--- src/rtl/irq_arbiter.sv ---
//------------------------------------------------------------------------------
// Module      : irq_arbiter
// Description : Four-source edge-triggered interrupt arbiter with a mask
//               register and a fixed-priority request/acknowledge/finish
//               handshake. Define IRQ_NESTING_EN to allow higher-priority
//               sources to preempt an interrupt that is already in service.
// Revision    : 1.0 - initial release
//------------------------------------------------------------------------------
`default_nettype none

module irq_arbiter (
    input  logic       clk,
    input  logic       reset,
    input  logic [3:0] irq_in,
    input  logic       mask_we,
    input  logic [3:0] mask_in,
    input  logic       int_ack,
    input  logic       int_fin,
    output logic       int_req,
    output logic [1:0] int_id,
    output logic [3:0] pending_o,
    output logic [3:0] in_service_o
);

    typedef enum logic [1:0] {
        IDLE    = 2'd0,
        REQ     = 2'd1,
        SERVICE = 2'd2
    } state_t;

    state_t     r_state, w_nxt_state;
    logic [3:0] r_irq_prev;
    logic [3:0] r_pending, w_nxt_pending;
    logic [3:0] r_mask;
    logic [3:0] r_in_service, w_nxt_in_service;
    logic [1:0] r_int_id, w_nxt_int_id;
    logic       r_int_req;

    logic [3:0] w_edge;
    logic [3:0] w_enabled;
    logic [3:0] w_id_onehot;

    // Index 0 has the highest priority.
    function automatic logic [1:0] lowest_idx(input logic [3:0] v);
        logic [1:0] idx;
        idx = 2'd0;
        for (int i = 3; i >= 0; i--) begin
            if (v[i]) idx = 2'(i);
        end
        return idx;
    endfunction

    assign w_edge      = irq_in & ~r_irq_prev;
    assign w_enabled   = r_pending & r_mask;
    assign w_id_onehot = 4'd1 << r_int_id;

`ifdef IRQ_NESTING_EN
    logic [1:0] w_top_isv;
    logic [3:0] w_above_isv;
    assign w_top_isv   = lowest_idx(r_in_service);
    assign w_above_isv = (4'd1 << w_top_isv) - 4'd1;
`endif

    always_comb begin
        w_nxt_state      = r_state;
        w_nxt_int_id     = r_int_id;
        w_nxt_in_service = r_in_service;
        // A fresh edge on the source being acknowledged wins over the clear.
        w_nxt_pending    = r_pending | w_edge;

        case (r_state)
            IDLE: begin
                if (w_enabled != 4'd0) begin
                    w_nxt_state  = REQ;
                    w_nxt_int_id = lowest_idx(w_enabled);
                end
            end
            REQ: begin
                if (int_ack) begin
                    w_nxt_state      = SERVICE;
                    w_nxt_pending    = (r_pending & ~w_id_onehot) | w_edge;
                    w_nxt_in_service = r_in_service | w_id_onehot;
                end
            end
            SERVICE: begin
`ifdef IRQ_NESTING_EN
                if (int_fin) begin
                    w_nxt_in_service = r_in_service & ~(r_in_service & (~r_in_service + 4'd1));
                    if (w_nxt_in_service == 4'd0) begin
                        w_nxt_state = IDLE;
                    end
                end else if ((w_enabled & w_above_isv) != 4'd0) begin
                    w_nxt_state  = REQ;
                    w_nxt_int_id = lowest_idx(w_enabled);
                end
`else
                if (int_fin && $onehot(r_in_service)) begin
                    w_nxt_in_service = 4'd0;
                    w_nxt_state      = IDLE;
                end
`endif
            end
            default: begin
                w_nxt_state = IDLE;
            end
        endcase
    end

    always_ff @(posedge clk) begin
        r_irq_prev <= irq_in;
        if (reset) begin
            r_state      <= IDLE;
            r_pending    <= 4'd0;
            r_mask       <= 4'd0;
            r_in_service <= 4'd0;
            r_int_id     <= 2'd0;
            r_int_req    <= 1'b0;
        end else begin
            r_state      <= w_nxt_state;
            r_pending    <= w_nxt_pending;
            r_in_service <= w_nxt_in_service;
            r_int_id     <= w_nxt_int_id;
            r_int_req    <= (w_nxt_state == REQ);
            if (mask_we) begin
                r_mask <= mask_in;
            end
        end
    end

    assign int_req      = r_int_req;
    assign int_id       = r_int_id;
    assign pending_o    = r_pending;
    assign in_service_o = r_in_service;

endmodule

`default_nettype wire

--- config.mk ---
export PLATFORM = sky130hd
export DESIGN_NAME = irq_arbiter
export DESIGN_NICKNAME = d
export VERILOG_FILES = /design/src/rtl/irq_arbiter.sv
export SDC_FILE = /design/constraint.sdc
export NUM_CORES = 1
export LEC_CHECK = 0
export CAP_MARGIN = 5
export CORE_UTILIZATION = 48
export CTS_CLUSTER_DIAMETER = 50
export DETAILED_ROUTE_END_ITERATION = 10
export GPL_TIMING_DRIVEN = 0
export PLACE_DENSITY = 0.81
export SLEW_MARGIN = 20
export SYNTH_ARGS = -nofsm -noshare
export SYNTH_HDL_FRONTEND = slang
export SYNTH_SLANG_ARGS = --single-unit
--- constraint.sdc ---
create_clock -name clk -period 4.7 [get_ports clk]
set_input_delay 0.705 -clock clk [delete_from_list [all_inputs] [get_ports clk]]
set_output_delay 0.705 -clock clk [all_outputs]
set_load 0.01 [all_outputs]
==> qor.yml <==
status: "finished, violations left"
violations: "DRC"
cp-end-kind: "flop"
fmax_mhz: 442
routed_wl_um: 1670
viasPerCell: 5.43
crit_path_max_incr_delay_ps: 530
utilization_pct: 70.3
clock_skew_ps: 1.06
clkLatencyLatePin_ps: 300
seq_power_share_pct: 60.3
worst_pin_slew_ps: 342
maxCapViolCount: 0
seq_area_frac_synth_pct: 50.7
ios: 24
switchingPower_uw: 77.9
dr.pass1.iters: 7
grt_max_degree: 12
antenna_left: 0
cts_setup_buffers: 0
tritoncts: "yes"
grt_pass1_wl_um: 2790
period_share_pct: 48.1
grt_antenna_before_repair: 0
grt_pass1_vias: 646
required_ps: 4900
clock-sinks: 21
async_reset_ff_share_pct: 0
cts.reportedPaths.clkPinSlew_ps: 110
p_clk_share_pct: 25.9
htree_levels: 1
synth_flop_cell: "dfxtp_1"
yosys_warnings: 0
grt.total_usage_pct: 20.9
layout_commonest_cell: "clkdlybuf4s50_1"
min_path_type: "flop to flop"
leakage_uw: 0.000444
drc: 4
n_antenna_cell: 0
root_buffer: "clkbuf_4"
intPower_uw: 247
syn_nets: 102
arrival_ps: 2460
hpwlAfterDp_um: 1310
port_buffers: 22
pwr_density_cell_nw_per_um2: 297
core_um2: 1560
finalSetupViolations: 0
path_max_fanout: 4
hold_viol_final: 0
fp-row-count: 14
worst_r2r_path_depth: 8
syn_inst: 86
placed_cell_area_um2: 1070
area_growth_syn_to_layout_pct: 32.1
grt_setup_unrepaired: "false"
start_util_pct: 53.2
hold_ws_ps: 448
cts_hold_buf: 0
die_area_um2: 1900
vias: 695
final_area_um2: 1100
cts_resized: 0
avgSynthCellArea_um2: 9.65
netSwitchingFraction_pct: 23.9
min_period_ps: 2260
ir_drop_mv: 0.223
fin_nets: 129
path_cells: "inv_1 > fa_1 > inv_1 > ha_1 > ha_1 > nor4bb_1 > a31oi_1 > a21boi_0"
critPathKind: "flop to flop"
crit_buf_inv: 2
critical-path-slowest-cell: "fa_1"
worst-path-stages: 8
layout-drive-gt1-share_pct: 5.36
p_comb_share_pct: 13.7
critPathTopFamily: "adder cells"
slew_headroom_pct: 77.1
synth_seq_cells: 21
synthesis.area_um2: 830
wl_per_cell_um: 13.1
cts_buffer_depth: 2
min_path_cells: 1
final_cell_mix: "clkdlybuf4s50_1 (22), dfxtp_1 (21), nand2_1 (10)"
finalMaxSlewViolations: 0
synth_edf_count: 0
grt_overflow: 0
finalSetupTns_ps: 0
numCtsBuffers: 3
gp_congestion: 0.745
chipWidth_um: 43.6
die_h_um: 43.6
yosysUniqueCellTypes: 30
cp-start-kind: "flop"
drtIter0Drc: 13
-- through the flow --
step,setup WS [ps],total power [uW],std cells
after CTS,2430,330,128
after floorplan,2540,220,86
after global placement,2440,244,124
after detailed placement,2430,245,124
after global routing,2230,340,128
final,2440,325,128
-- power by group through the flow --
stage | Sequential [uW] | Combinational, uW | Clock, uW
after floorplan | 201 | 19.7 | 0
after global placement | 200 | 43.7 | 0
after detailed placement | 200 | 45.1 | 0
after CTS | 196 | 45.2 | 88.0
after global routing | 198 | 48.9 | 93.4
final | 196 | 44.7 | 84.3
-- layout make-up --
class	instances	area, um^2
multi-input cells	55	370
flip-flops and latches	21	420
fillers	118	463
plain buffers	2	8.76
clock buffers	4	26.3
repair buffers	22	220
well taps	16	20.0
inverters	8	30.0
-- worst paths after layout --
check                   from               to  slack (ps)
max reg2reg  in_service_o[0]  in_service_o[3]        2440
min            r_irq_prev[2]     pending_o[2]         450
max          in_service_o[0]  in_service_o[3]        2440
min reg2reg    r_irq_prev[2]     pending_o[2]         450
-- state kept, by name, summed over array words and instances (netlist names) --
| name | count |
|---|---|
| in_service_o | 4 |
| r_irq_prev | 4 |
| r_state | 2 |
| r_mask | 4 |
| int_req | 1 |
| int_id | 2 |
| pending_o | 4 |
-- layer usage --
layer  up-vias  routed length, um  track usage (%)
li1        351                  -                -
met4         0                 49             15.0
met5         -                  0                0
met2        16                800             32.5
met1       323                740             24.6
met3         5                 80             5.83
-- logic make-up after synthesis --
group           count (synthesis)  share of synthesized area, %
simple gates                   28                          16.7
flops                          21                          50.7
compound gates                 20                          17.6
buf+inv                        10                          4.67
mux                             4                          4.83
fa+ha+maj                       3                          5.43
-- cell usage after synthesis, types with 2 or more instances --
master | number | area, um^2
a21oi_1 | 2 | 10.0
mux2i_1 | 4 | 40.0
inv_1 | 8 | 30.0
nor3b_1 | 2 | 15.0
a31oi_1 | 3 | 18.8
nand2_1 | 10 | 37.5
nand2b_1 | 2 | 12.5
o21ai_0 | 4 | 20.0
o21a_1 | 3 | 22.5
dfxtp_1 | 21 | 420
nor2_1 | 7 | 26.3
ha_1 | 2 | 25.0
Note: power is estimated with default switching activity, not from simulation.
